==> src/rtl/tracking_adc_mc.sv <==
// ----------------------------------------------------------------------------
// tracking_adc_mc
//
// Multi-channel tracking (delta-modulation) ADC back end. Each channel turns
// its comparator decision into a saturating up/down accumulator. All channels
// are decimated on one shared window. The result is a packed, channel-aligned
// sample word with a one-cycle valid strobe and per-window range flags.
//
// Build option:
//   TRACKING_ADC_ADAPTIVE_STEP_EN
//     Defined   : step size doubles after RUN_LENGTH consecutive
//                 same-direction cycles, up to 2^MAX_STEP_LOG2 LSB.
//     Undefined : fixed 1 LSB step. RUN_LENGTH and MAX_STEP_LOG2 are unused.
//
// Ports:
//   clk            in   sole clock, rising edge
//   reset          in   asynchronous, active-high reset
//   enable         in   advance qualifier; low holds all state
//   comparator_in  in   [CHANNELS] 1 = step down, 0 = step up
//   out            out  [CHANNELS*RESOLUTION] channel k at [k*RESOLUTION +: RESOLUTION]
//   out_valid      out  one-cycle strobe when out/flags are new
//   underflow      out  [CHANNELS] down step clamped at 0 during window
//   overflow       out  [CHANNELS] up step clamped at full scale during window
// ----------------------------------------------------------------------------
module tracking_adc_mc #(
    parameter int CHANNELS      = 4,
    parameter int RESOLUTION    = 10,
    parameter int MAX_STEP_LOG2 = 3,
    parameter int RUN_LENGTH    = 4,
    parameter int DECIMATION    = 16
) (
    input  logic                           clk,
    input  logic                           reset,
    input  logic                           enable,
    input  logic [CHANNELS-1:0]            comparator_in,
    output logic [CHANNELS*RESOLUTION-1:0] out,
    output logic                           out_valid,
    output logic [CHANNELS-1:0]            underflow,
    output logic [CHANNELS-1:0]            overflow
);

    localparam int AW    = RESOLUTION + 1;
    localparam int WIN_W = (DECIMATION > 1) ? $clog2(DECIMATION) : 1;
    localparam logic [RESOLUTION-1:0] ACC_MAX  = '1;
    localparam logic [AW-1:0]         FULL     = {1'b0, ACC_MAX};
    localparam logic [RESOLUTION-1:0] MIDSCALE = {1'b1, {(RESOLUTION-1){1'b0}}};

    // Catch illegal configurations at elaboration time.
    if (MAX_STEP_LOG2 >= RESOLUTION - 1 || RUN_LENGTH < 1 || DECIMATION < 1 ||
        CHANNELS < 1 || RESOLUTION < 4) begin : g_param_check
        $error("tracking_adc_mc: illegal parameter combination");
    end

    logic [RESOLUTION-1:0]          acc_q [CHANNELS];
    logic [RESOLUTION-1:0]          acc_d [CHANNELS];
    logic [CHANNELS-1:0]            uf_w_q, uf_w_d, of_w_q, of_w_d;
    logic [CHANNELS-1:0]            clamp_up, clamp_dn;
    logic [WIN_W-1:0]               win_q, win_d;
    logic                           win_end;
    logic [CHANNELS*RESOLUTION-1:0] out_q, out_d;
    logic                           out_valid_q, out_valid_d;
    logic [CHANNELS-1:0]            underflow_q, underflow_d;
    logic [CHANNELS-1:0]            overflow_q, overflow_d;
    logic [AW-1:0]                  step_amt, sum;

`ifdef TRACKING_ADC_ADAPTIVE_STEP_EN
    localparam int STEP_W = (MAX_STEP_LOG2 > 0) ? $clog2(MAX_STEP_LOG2 + 1) : 1;
    localparam int RUN_W  = (RUN_LENGTH > 1) ? $clog2(RUN_LENGTH) : 1;

    logic [STEP_W-1:0]   step_log2_q [CHANNELS];
    logic [STEP_W-1:0]   step_log2_d [CHANNELS];
    logic [RUN_W-1:0]    run_q [CHANNELS];
    logic [RUN_W-1:0]    run_d [CHANNELS];
    logic [CHANNELS-1:0] last_dir_q, last_dir_d;   // 1 = DOWN, 0 = UP
`endif

    always_comb begin
        win_end = enable && (win_q == WIN_W'(DECIMATION - 1));
        win_d   = win_q;
        if (enable) begin
            win_d = win_end ? '0 : win_q + WIN_W'(1);
        end

        clamp_up = '0;
        clamp_dn = '0;
        step_amt = AW'(1);
        sum      = '0;
`ifdef TRACKING_ADC_ADAPTIVE_STEP_EN
        last_dir_d = last_dir_q;
`endif

        for (int i = 0; i < CHANNELS; i++) begin
            acc_d[i] = acc_q[i];
`ifdef TRACKING_ADC_ADAPTIVE_STEP_EN
            step_log2_d[i] = step_log2_q[i];
            run_d[i]       = run_q[i];
            step_amt       = AW'(1) << step_log2_q[i];
            if (enable) begin
                last_dir_d[i] = comparator_in[i];
                if (comparator_in[i] != last_dir_q[i]) begin
                    // Direction reversal: fall back to 1 LSB and restart the run.
                    step_amt = AW'(1);
                    if (RUN_LENGTH == 1) begin
                        run_d[i]       = '0;
                        step_log2_d[i] = (MAX_STEP_LOG2 > 0) ? STEP_W'(1) : '0;
                    end else begin
                        run_d[i]       = RUN_W'(1);
                        step_log2_d[i] = '0;
                    end
                end else if (run_q[i] == RUN_W'(RUN_LENGTH - 1)) begin
                    run_d[i] = '0;
                    if (step_log2_q[i] != STEP_W'(MAX_STEP_LOG2)) begin
                        step_log2_d[i] = step_log2_q[i] + STEP_W'(1);
                    end
                end else begin
                    run_d[i] = run_q[i] + RUN_W'(1);
                end
            end
`else
            step_amt = AW'(1);
`endif
            // Saturating update, evaluated one bit wider so nothing wraps.
            if (enable) begin
                if (comparator_in[i]) begin
                    if ({1'b0, acc_q[i]} < step_amt) begin
                        acc_d[i]    = '0;
                        clamp_dn[i] = 1'b1;
                    end else begin
                        acc_d[i] = acc_q[i] - step_amt[RESOLUTION-1:0];
                    end
                end else begin
                    sum = {1'b0, acc_q[i]} + step_amt;
                    if (sum > FULL) begin
                        acc_d[i]    = ACC_MAX;
                        clamp_up[i] = 1'b1;
                    end else begin
                        acc_d[i] = sum[RESOLUTION-1:0];
                    end
                end
            end
        end

        // Window flags restart clean; the closing cycle's clamps go into the sample.
        uf_w_d      = win_end ? '0 : (uf_w_q | clamp_dn);
        of_w_d      = win_end ? '0 : (of_w_q | clamp_up);
        out_d       = out_q;
        underflow_d = underflow_q;
        overflow_d  = overflow_q;
        out_valid_d = win_end;
        if (win_end) begin
            for (int i = 0; i < CHANNELS; i++) begin
                out_d[i*RESOLUTION +: RESOLUTION] = acc_d[i];
            end
            underflow_d = uf_w_q | clamp_dn;
            overflow_d  = of_w_q | clamp_up;
        end
    end

    always_ff @(posedge clk or posedge reset) begin
        if (reset) begin
            for (int i = 0; i < CHANNELS; i++) begin
                acc_q[i] <= MIDSCALE;
`ifdef TRACKING_ADC_ADAPTIVE_STEP_EN
                step_log2_q[i] <= '0;
                run_q[i]       <= '0;
`endif
            end
`ifdef TRACKING_ADC_ADAPTIVE_STEP_EN
            last_dir_q <= '0;
`endif
            uf_w_q      <= '0;
            of_w_q      <= '0;
            win_q       <= '0;
            out_q       <= '0;
            out_valid_q <= 1'b0;
            underflow_q <= '0;
            overflow_q  <= '0;
        end else begin
            for (int i = 0; i < CHANNELS; i++) begin
                acc_q[i] <= acc_d[i];
`ifdef TRACKING_ADC_ADAPTIVE_STEP_EN
                step_log2_q[i] <= step_log2_d[i];
                run_q[i]       <= run_d[i];
`endif
            end
`ifdef TRACKING_ADC_ADAPTIVE_STEP_EN
            last_dir_q <= last_dir_d;
`endif
            uf_w_q      <= uf_w_d;
            of_w_q      <= of_w_d;
            win_q       <= win_d;
            out_q       <= out_d;
            out_valid_q <= out_valid_d;
            underflow_q <= underflow_d;
            overflow_q  <= overflow_d;
        end
    end

    assign out       = out_q;
    assign out_valid = out_valid_q;
    assign underflow = underflow_q;
    assign overflow  = overflow_q;

endmodule
==> config.mk <==
export PLATFORM = sky130hd
export DESIGN_NAME = tracking_adc_mc
export DESIGN_NICKNAME = d
export VERILOG_FILES = /design/src/rtl/tracking_adc_mc.sv
export SDC_FILE = /design/constraint.sdc
export NUM_CORES = 1
export LEC_CHECK = 0
export ABC_CLOCK_PERIOD_IN_PS = 5900
export BUFFER_PORTS_ARGS = -buffer_cell sky130_fd_sc_hd__clkbuf_2
export CAP_MARGIN = 5
export CORE_MARGIN = 5
export CORE_UTILIZATION = 45
export CTS_CLUSTER_SIZE = 25
export DETAILED_ROUTE_END_ITERATION = 10
export SYNTH_ARGS = -nofsm -noshare
export SYNTH_HDL_FRONTEND = slang
export SYNTH_SLANG_ARGS = --single-unit
==> constraint.sdc <==
create_clock -name clk -period 5.9 [get_ports clk]
set_input_delay 0.59 -clock clk [delete_from_list [all_inputs] [get_ports clk]]
set_output_delay 0.59 -clock clk [all_outputs]
set_load 0.05 [all_outputs]
# Word-level counts from Yosys, hierarchy flattened
# Cells that the tools add are included.
# classes
reduce_logical	1
bitwise_logic	2
add_sub_neg	9
n_eq_ne	1
order_cmp	8
muxes	43
# op_table
operator	n
2-to-1 mux 10 bit	16
adder 10 x 1 -> 11 bit (second input constant)	4
greater-than comparator 11 x 10 -> 1 bit (second input constant)	4
less-than comparator 10 x 1 -> 1 bit (second input constant)	4
subtractor 10 x 1 -> 10 bit (second input constant)	4
2-to-1 mux 1 bit	24
2-to-1 mux 4 bit	3
OR 4 bit	2
adder 4 x 1 -> 4 bit (second input constant)	1
== test 4 bit (second input constant)	1
logical AND 1 bit	1
# word_totals
output_inout_bits	49
wordCells	75
register_bits	101
inputBits	7

# Depth between registers and ports, before layout
# Gate-level depths: netlist of the first run.
# logic_depth
depth_word	7
depth_mapped	9
ltp_nobuf	7

# Worst setup path before layout of the first run
# Ideal clock, no wire load.
# synth_timing
kind	register to register
start	reg acc_q[20] (netlist bit)
end	reg acc_q[28] (netlist bit)
setup_slack_ps	3334
setup_time_ps	125
arrival_ps	2441
stages_incl_launch_ff	10
n_path_buf	2
synth_period_minus_slack_ps	2566
path_cell_list	dfrtp_1 clkbuf_1 inv_1 ha_1 or4b_1 buf_2 nor4_1 mux2_2 a211o_1 mux2_2
# synth_lines
element	line_no	source
start, declared	54	logic [RESOLUTION-1:0] acc_q [CHANNELS];
start signal, assigned by index	180	acc_q[i] <= acc_d[i];

# Worst setup path in the final report of the first run
# layout_timing
start	reg acc_q[20] (netlist bit)
end	reg out_q[18] (netlist: out[18])
# layout_between
elab_chain_cells	5
# layout_lines
element	line_no	source
adder 10 x 1 -> 11 bit	132	sum = {1'b0, acc_q[i]} + step_amt;
greater-than comparator 11 x 10 -> 1 bit	133	if (sum > FULL) begin
2-to-1 mux 10 bit	133	
2-to-1 mux 10 bit (*)	124	if (comparator_in[i]) begin
2-to-1 mux 10 bit (*)	123	if (enable) begin
end signal, assigned	192	out_q <= out_d;
end, declared	60	logic [CHANNELS*RESOLUTION-1:0] out_q, out_d;
# Mark *: on every way between the ends. The rest lies on a longest branch, timed or not.
# A chain may end at the register's enable or synchronous reset.

==> impl_metrics.yaml, run 1 <==
synth:
  postSynth.asyncResetShare_pct: 100
  yosys.cell_types.count: 77
  synth_seq_area_share_pct: 40.8
  synthFlopType: "dfrtp_1"
  synth_cells: 731
  ys.warnings.count: 0
  syn-cell-area_sq_um: 6210
  mappedNetlistNets: 751
  syn-mean-instance-area_sq_um: 8.50
  yosys_register_bits: 101
  synth-edff-count: 0
die:
  pin_count: 56
  num_rows: 43
  starting_density_of_the_core_pct: 45.3
  die_height_um: 128
  design.core.area_sq_um: 13700
  fp.dieArea_sq_um: 16300
  die_width_um: 128
layout:
  final_design_area_no_fill_sq_um: 6790
  n_fill_cell: 1333
  finish.net_count: 753
  area_growth_syn_to_layout_pct: 9.28
  layout.cells.most_common: "dfrtp_1"
  postLayoutCoreUtil_pct: 49.5
  commonest_cells_after_routing_fill_and_taps_aside: "97 x dfrtp_1, 94 x nor2_1, 55 x clkbuf_2"
  final_layout_size_suffix_gt1_share_pct: 14.4
  antenna_cells: 0
placement:
  gp_routability_congestion: 0.921
  io_buffers: 55
  placement.cell_area_sq_um: 6440
  place_hpwl_mm: 10.1
detailed_routing:
  detail-route-antenna-nets: 0
  first_iter_violations: 518
  drcViolationCount: 0
  detail_route.first_pass.iterations: 9
  total_length_of_routed_wires_mm: 15.4
  route.vias.total: 5527
  via_per_inst: 6.02
  route.detailed.wl_per_inst_um: 16.7
clock_network:
  worst_skew_pair.late_latency_ns: 0.36
  cts.repair.resized: 0
  clkTransAtPathRegs_ns: 0.07
  clock-sinks: 101
  cts_tree: "done"
  clock_tree.htree_level_count: 3
  clock_tree.root_cell: "clkbuf_16"
  cts_setup_buffers: 0
  numCtsBuffers: 9
  clock_path_buffers: 2
  hold_buffers: 0
grt:
  grt_pass1_wl_mm: 25.9
  grt.overflow.total: 0
  grt_util_all_layers_pct: 19.2
  antenna_found_initial: 0
  grt_pass1_vias: 5160
  grt_start_max_net_pins: 82
timing:
  timing.slew.headroom_pct: 32.2
  rsz0062_at_grt: "false"
  layout_worst_path_cycle_share_pct: 48.2
  report.final.hold_viol_count: 0
  setup_tns_ns: 0
  clock_skew_ns: 0.00710
  layout_min_cycle_time_ns: 2.84
  maxClockFrequency_mhz: 352
  final_setup_violation_count: 0
  final-max-slew-violation-count: 0
  worst-slew-pin-transition_ns: 1.02
run_status:
  status: "complete, no violations"
worst_setup_path:
  crit_path_end: "out[18]"
  reg2reg_slack_ns: 3.06
  timing.critical_path.fanout_max: 11
  rr_startpoint: "acc_q[20]"
  worst-setup-path-type: "flip-flop to flip-flop"
  regToRegEndpoint: "out[18]"
  worst_r2r_path_depth: 7
  timing.critical_path.from_type: "flip-flop"
  worst_setup_startpoint: "acc_q[20]"
  worst-endpoint-arrival_ns: 3.08
  critical_path_required_ns: 6.14
  setup.worst_path.end_class: "flip-flop"
power_and_ir_drop:
  worst_ir_drop_vdd_uv: 245
  p_total_w: 0.00344
  leakagePower_nw: 2.84
  cellPowerDensity_nw_per_um2: 507
flow_run:
  max_cap_violations: 0
worst_hold_path:
  worst_hold_path_type: "input port to async pin"
[critical path, cell delays in order (launching register included)]
cell and delay [ns]:
dfrtp_1 0.50, inv_1 0.18, ha_1 0.19, or4b_1 0.56, nor4_1 0.34, mux2_2 0.38, a211o_1 0.31, mux2_2 0.26
[sequential cells by signal, indices dropped and copies added, names as in the netlist]
| signal | cells |
|---|---|
| acc_q | 40 |
| out | 40 |
| overflow | 4 |
| win_q | 4 |
| underflow | 4 |
| of_w_q | 4 |
| out_valid | 1 |
| uf_w_q | 4 |
[worst min path at each step]
stage / start / to / depth (start not counted)
floorplan: uf_w_q[0] / uf_w_q[0] / 2
global placement: overflow[1] / overflow[1] / 2
detailed placement: overflow[1] / overflow[1] / 2
CTS: reset / acc_q[28] / 2
global route: reset / overflow[1] / 2
finish: reset / overflow[1] / 2
[through the flow]
stage / hold slack, ns / setup slack, ns / cells
after global placement: 0.454 / 3.00 / 902
after detailed placement: 0.465 / 2.95 / 902
final: 0.256 / 3.06 / 918
after floorplan: 0.446 / 2.67 / 731
after global routing: 0.306 / 2.87 / 918
after CTS: 0.271 / 3.10 / 918
[cells in the mapped netlist (5+ instances only)]
master	n	area, sq um
o21ai_1	6	30.0
buf_1	5	18.8
ha_1	13	163
nand3_1	16	80.1
a211oi_1	5	37.5
or3_1	8	50.1
a21oi_1	49	245
nor4bb_1	5	50.1
o31ai_1	6	45.0
nor3_1	20	100
or4_1	8	60.1
nand2_1	50	188
xor2_1	9	78.8
and3_1	6	37.5
buf_2	6	30.0
nor4_1	7	43.8
nor2b_1	6	37.5
dfrtp_1	97	2430
and4_1	6	52.6
o21ai_0	52	260
a22oi_1	5	37.5
inv_1	22	82.6
o211ai_1	5	37.5
nand4_1	18	113
mux2_2	10	113
nor2_1	94	353
clkbuf_1	50	188
a31oi_1	40	250
mux2i_1	6	60.1
xnor2_1	13	114
nand2b_1	5	31.3
[layer usage]
layer | global-route usage [%] | share of wire (%) | up-vias
met2 | 29.7 | 46 | 169
met1 | 26.9 | 47 | 2656
met5 | 0 | 0 | -
met4 | 8.20 | 2.2 | 0
li1 | - | - | 2676
met3 | 2.80 | 4.6 | 26
[cells by family (layout without fill, tap and decap cells)]
family,count (synthesis),count (layout),synth area share [%]
DFF,101,101,40.8
muxes,16,16,2.78
adders and majority gates,13,13,2.62
xor gates and xnor gates,22,22,3.10
and+or+nand+nor,274,274,22.7
AOI/OAI and AO/OA,213,213,21.7
buffers and inverters,92,99,6.40
[cell type report]
cell class | instances | area, sq um | share of cell area [%]
Clock buffer | 10 | 239 | 3.52
Multi-Input combinational cell | 538 | 3280 | 48.4
Timing Repair Buffer | 60 | 313 | 4.61
Inverter | 23 | 88.8 | 1.31
Sequential cell | 101 | 2530 | 37.3
Clock inverter | 6 | 109 | 1.60
Tap cell | 180 | 225 | 3.32
[where the power goes]
| group | switching (W) | internal, W | total [W] |
|---|---|---|---|
| clock | 0.000269 | 0.000426 | 0.000696 |
| combinational | 0.000987 | 0.000458 | 0.00145 |
| sequential | 0.000361 | 0.000942 | 0.00130 |
Power figures use the tool's default switching activity.
==> inputs of run 2 (changes only) <==
- ABC_CLOCK_PERIOD_IN_PS: 5900 -> 2520
- PLACE_DENSITY: not set -> 0.66
- clock period: 5.9 -> 2.52 ns (I/O delays scaled with it)
==> impl_metrics.yaml, run 2 (synthesis gave the netlist of run 1 again) <==
worst_setup_path:
  worst_r2r_path_depth: 7
  setup.worst_path.end_class: "flip-flop"
  timing.critical_path.from_type: "flip-flop"
  crit_path_frequent_cell: "mux2_2"
  worst-endpoint-arrival_ns: 2.65
  reg2reg_slack_ns: 0.11
  critPathMaxStageDelay_ns: 0.56
  rr_startpoint: "acc_q[21]"
  worst_path_max_delay_cell: "or4b_1"
  critical_path.cell_chain: "inv_1 -> ha_1 -> or4b_1 -> nor4_2 -> mux2_2 -> a211o_1 -> mux2_2"
  worst-setup-path-type: "flip-flop to flip-flop"
  worstPathBufferInverterCount: 1
  regToRegEndpoint: "acc_q[28]"
  timing.critical_path.fanout_max: 6
  worst_path_dominant_cell_family: "simple AND/OR/NAND/NOR gates"
  critical_path_required_ns: 2.76
placement:
  placement.cell_area_sq_um: 6790
  gp_routability_congestion: 0.912
  preCtsSetupSlack_ns: 0.124
  io_buffers: 55
  place_hpwl_mm: 11.0
clock_network:
  clock_tree.root_cell: "clkbuf_16"
  cts_tree: "done"
  clock-sinks: 101
  clkTransAtPathRegs_ns: 0.07
  worst_skew_pair.late_latency_ns: 0.35
  clock_tree.htree_level_count: 3
  clock_path_buffers: 2
  numCtsBuffers: 9
grt:
  grt_pass1_wl_mm: 26.8
  grt_pass1_vias: 5499
  antenna_found_initial: 0
  grt_start_max_net_pins: 52
  grt_util_all_layers_pct: 19.8
  grt.overflow.total: 0
detailed_routing:
  met2WireLength_mm: 7.24
  detail_route.first_pass.iterations: 5
  route.vias.total: 5719
  drcViolationCount: 0
  wl_met1_mm: 7.51
  highest-signal-layer: "met4"
  route.detailed.wl_per_inst_um: 16.6
  met3RoutedLength_um: 814
  total_length_of_routed_wires_mm: 15.9
  first_iter_violations: 582
  via_per_inst: 5.97
  detail-route-antenna-nets: 0
die:
  die_height_um: 128
  starting_density_of_the_core_pct: 45.3
  num_rows: 43
  die_width_um: 128
  design.core.area_sq_um: 13700
  pin_count: 56
  fp.dieArea_sq_um: 16300
timing:
  rsz0062_at_grt: "false"
  timing.slew.headroom_pct: 52.6
  setup_tns_ns: 0
  postLayoutSetupSlackWorst_ns: 0.109
  layout_worst_path_cycle_share_pct: 95.7
  fin_hold_ws_ns: -0.00382
  worst-slew-pin-transition_ns: 0.710
  clock_skew_ns: 0.00580
  final-max-slew-violation-count: 0
  layout_min_cycle_time_ns: 2.41
  final_setup_violation_count: 0
  maxClockFrequency_mhz: 415
  report.final.hold_viol_count: 2
power_and_ir_drop:
  cellPowerDensity_nw_per_um2: 1160
  leakagePower_nw: 3.02
  worst_ir_drop_vdd_uv: 577
  p_total_w: 0.00823
layout:
  layout.cells.most_common: "dfrtp_1"
  final_design_area_no_fill_sq_um: 7100
  final_layout_size_suffix_gt1_share_pct: 18.8
  commonest_cells_after_routing_fill_and_taps_aside: "97 x dfrtp_1, 94 x nor2_1, 55 x clkbuf_2"
  postLayoutCoreUtil_pct: 51.8
  area_growth_syn_to_layout_pct: 14.3
  finish.net_count: 793
  antenna_cells: 0
run_status:
  status: "complete, but fails checks"
  failed_checks: "hold timing"
worst_hold_path:
  worst_hold_path_type: "input port to async pin"
flow_run:
  max_cap_violations: 0
==> run 2: changes by cell type in the layout (fill, tap and decap cells not counted), sizes merged <==
cell / previous run / this run
clkbuf: 65 / 66
clkinvlp: 0 / 1
inv: 24 / 22
buf: 5 / 45
bufinv: 3 / 2
clkinv: 2 / 3
==> run 2: layout make-up <==
class / count / area (sq um)
clock buffers: 11 / 233
clock inverters: 5 / 75.1
fillers: 1309 / 6620
inverters: 23 / 90.1
multi-input cells: 538 / 3300
flip-flops and latches: 101 / 2530
well taps: 180 / 225
repair buffers: 100 / 651
==> run 2: metrics by stage <==
step           std cells  hold slack [ns]
2_1_floorplan        731            0.446
3_3_place_gp         942            0.388
3_5_place_dp         942            0.406
4_1_cts              958           0.0170
5_1_grt              958           0.0686
6_report             958         -0.00382
==> run 2: metal layers <==
layer  vias up  GRT usage, %
met3        30          2.38
met1      2732          27.9
met2       207          31.1
li1       2750             -
met4         0          8.26
met5         -             0
==> run 2: how the worst max path moves through the flow <==
stage | cells after the start | endpoint | from | slack [ns]
detailed placement | 7 | acc_q[28] | acc_q[21] | 0.12
CTS | 7 | acc_q[28] | acc_q[21] | 0.1
global placement | 7 | out[18] | acc_q[21] | 0.16
floorplan | 9 | acc_q[28] | acc_q[20] | 0.03
global route | 7 | acc_q[28] | acc_q[21] | 0.0002
finish | 7 | acc_q[28] | acc_q[21] | 0.11
==> run 2: power by group <==
group / leakage, nW / switching, W / internal [W] / total, W
sequential: 1.21 / 0.000509 / 0.00221 / 0.00272
clock: 0.153 / 0.000622 / 0.000867 / 0.00149
combinational: 1.66 / 0.00274 / 0.00128 / 0.00402
==> run 2: timing repair <==
item                                    CTS  global route
gates resized for setup                   0             1
setup buffers                             0             0
endpoints found under the setup margin    0             2
hold buffers                              0             0
endpoints found under the hold margin     0             0
==> inputs of run 3 (changes only) <==
- CORE_UTILIZATION: 45 -> 33
- PLACE_DENSITY: 0.66 -> not set
==> impl_metrics.yaml, run 3 (synthesis gave the netlist of run 1 again) <==
layout:
  antenna_cells: 0
  commonest_cells_after_routing_fill_and_taps_aside: "97 x dfrtp_1, 94 x nor2_1, 55 x clkbuf_2"
  n_fill_cell: 1907
  final_layout_size_suffix_gt1_share_pct: 19.8
  post_layout_nonfiller_instances: 1018
  finish.net_count: 799
  area_growth_syn_to_layout_pct: 15.8
  layout.cells.most_common: "dfrtp_1"
power_and_ir_drop:
  p_seq_share_pct: 33.4
  netSwitchingPower_w: 0.00390
  leakagePower_nw: 3.03
  worst_ir_drop_vdd_uv: 418
  sw_frac_of_total_pct: 48.2
  cell_internal_pwr_w: 0.00420
  comb_power_share_pct: 49.4
  cellPowerDensity_nw_per_um2: 1130
  p_total_w: 0.00811
  clockPowerShare_pct: 17.2
worst_setup_path:
  critical_path_required_ns: 2.77
  worstPathBufferInverterCount: 1
  timing.critical_path.from_type: "flip-flop"
  rr_startpoint: "acc_q[21]"
  worst_path_max_delay_cell: "or4b_4"
  timing.critical_path.fanout_max: 6
  worst-setup-path-type: "flip-flop to flip-flop"
  worst_r2r_path_depth: 7
  regToRegEndpoint: "out[18]"
  worst-endpoint-arrival_ns: 2.64
  worst_path_dominant_cell_family: "simple AND/OR/NAND/NOR gates"
  crit_path_frequent_cell: "mux2_2"
  critical_path.cell_chain: "inv_1 -> ha_1 -> or4b_4 -> nor4_2 -> mux2_2 -> a211o_1 -> mux2_2"
  critPathMaxStageDelay_ns: 0.53
  setup.worst_path.end_class: "flip-flop"
  reg2reg_slack_ns: 0.14
placement:
  io_buffers: 55
  gp_routability_congestion: 0.928
  dpl.cell_count: 1001
  preCtsSetupSlack_ns: 0.0881
  place_hpwl_mm: 11.4
worst_hold_path:
  holdPathStages: 3
  worst_hold_path_type: "input port to flip-flop"
  min_delay_src: "enable"
  whs_endpoint: "out_valid"
clock_network:
  clock_path_buffers: 2
  clock-sinks: 101
  cts_setup_buffers: 0
  clock_tree.htree_level_count: 3
  clock_tree.root_cell: "clkbuf_16"
  worst_skew_pair.late_latency_ns: 0.37
  cts_tree: "done"
  clkTransAtPathRegs_ns: 0.08
  numCtsBuffers: 9
die:
  die_height_um: 147
  die_width_um: 147
  pin_count: 56
  starting_density_of_the_core_pct: 33.3
  design.core.area_sq_um: 18600
  fp.dieArea_sq_um: 21700
  num_rows: 50
grt:
  grt_start_max_net_pins: 61
  grt.overflow.total: 0
  grt_pass1_vias: 5300
  grt_pass1_wl_mm: 27.9
  grt_util_all_layers_pct: 15.4
  antenna_found_initial: 0
detailed_routing:
  detail_route.first_pass.iterations: 8
  via_per_inst: 5.55
  detail-route-antenna-nets: 0
  route.vias.total: 5646
  drcViolationCount: 0
  first_iter_violations: 607
  route.detailed.wl_per_inst_um: 16.1
  total_length_of_routed_wires_mm: 16.4
timing:
  layout_min_cycle_time_ns: 2.38
  report.final.hold_viol_count: 0
  final-max-slew-violation-count: 0
  setup_tns_ns: 0
  rsz0062_at_grt: "false"
  maxClockFrequency_mhz: 419
  timing.slew.headroom_pct: 50.1
  postLayoutSetupSlackWorst_ns: 0.135
  worst-slew-pin-transition_ns: 0.737
  fin_hold_ws_ns: 0.290
  layout_worst_path_cycle_share_pct: 94.6
  clock_skew_ns: 0.0108
  final_setup_violation_count: 0
run_status:
  status: "complete, no violations"
flow_run:
  max_cap_violations: 0
==> run 3: cell count changes in the layout (fill, tap and decap cells not counted), sizes merged <==
| cell | delta |
|---|---|
| clkinvlp | +2 |
| inv | +3 |
| clkbuf | -1 |
| dlygate4sd3 | +1 |
| bufinv | -2 |
| buf | +5 |
| clkinv | -2 |
==> run 3: routing by layer <==
metal,track usage (%),share of wire [%],wire [um]
met3,3.95,5.1,842
met2,23.5,46,7530
met5,0,0,0
met1,21.7,47,7760
met4,4.43,1.4,225
==> run 3: power groups by stage <==
stage                     Clock [W]  Combinational [W]  Sequential (W)
final                       0.00139            0.00401         0.00271
after global routing        0.00150            0.00438         0.00281
after CTS                   0.00144            0.00402         0.00271
after detailed placement          0            0.00401         0.00273
after global placement            0            0.00397         0.00273
after floorplan                   0            0.00199         0.00371
==> run 3: area by class of cell <==
cell class                      instances  area, sq um  share of cell area [%]
Clock buffer                           10          239                    3.32
Tap cell                              234          293                    4.07
Timing Repair Buffer                  106          686                    9.53
Clock inverter                          6         52.6                   0.730
Inverter                               23         90.1                    1.25
Multi-Input combinational cell        538         3300                    45.9
Sequential cell                       101         2530                    35.2
==> run 3: per-stage QoR <==
stage / cell area, sq um / util (%)
detailed placement: 6880 / 36.9
global route: 7200 / 38.6
CTS: 7180 / 38.5
finish: 7200 / 38.6
floorplan: 6220 / -
global placement: 6880 / 36.9
==> run 3: timing repair <==
action | in CTS | in global routing
gates resized for setup | 0 | 3
setup endpoints to repair | 0 | 9
hold buffers | 1 | 0
hold endpoints to repair | 25 | 0
==> run 3: worst max-delay path by stage <==
| stage | slack [ns] | cells after the start | from | to |
|---|---|---|---|---|
| after floorplan | 0.03 | 9 | acc_q[20] | acc_q[28] |
| after global placement | 0.14 | 7 | acc_q[21] | out[18] |
| after detailed placement | 0.09 | 7 | acc_q[21] | out[18] |
| after CTS | 0.06 | 7 | acc_q[21] | out[18] |
| after global routing | 0.02 | 8 | acc_q[10] | acc_q[10] |
| final | 0.14 | 7 | acc_q[21] | out[18] |
==> run 3: worst min-delay path, cell delays in order <==
cell and delay [ns]:
clkbuf_2 0.10, nand4_1 0.10, inv_2 0.12
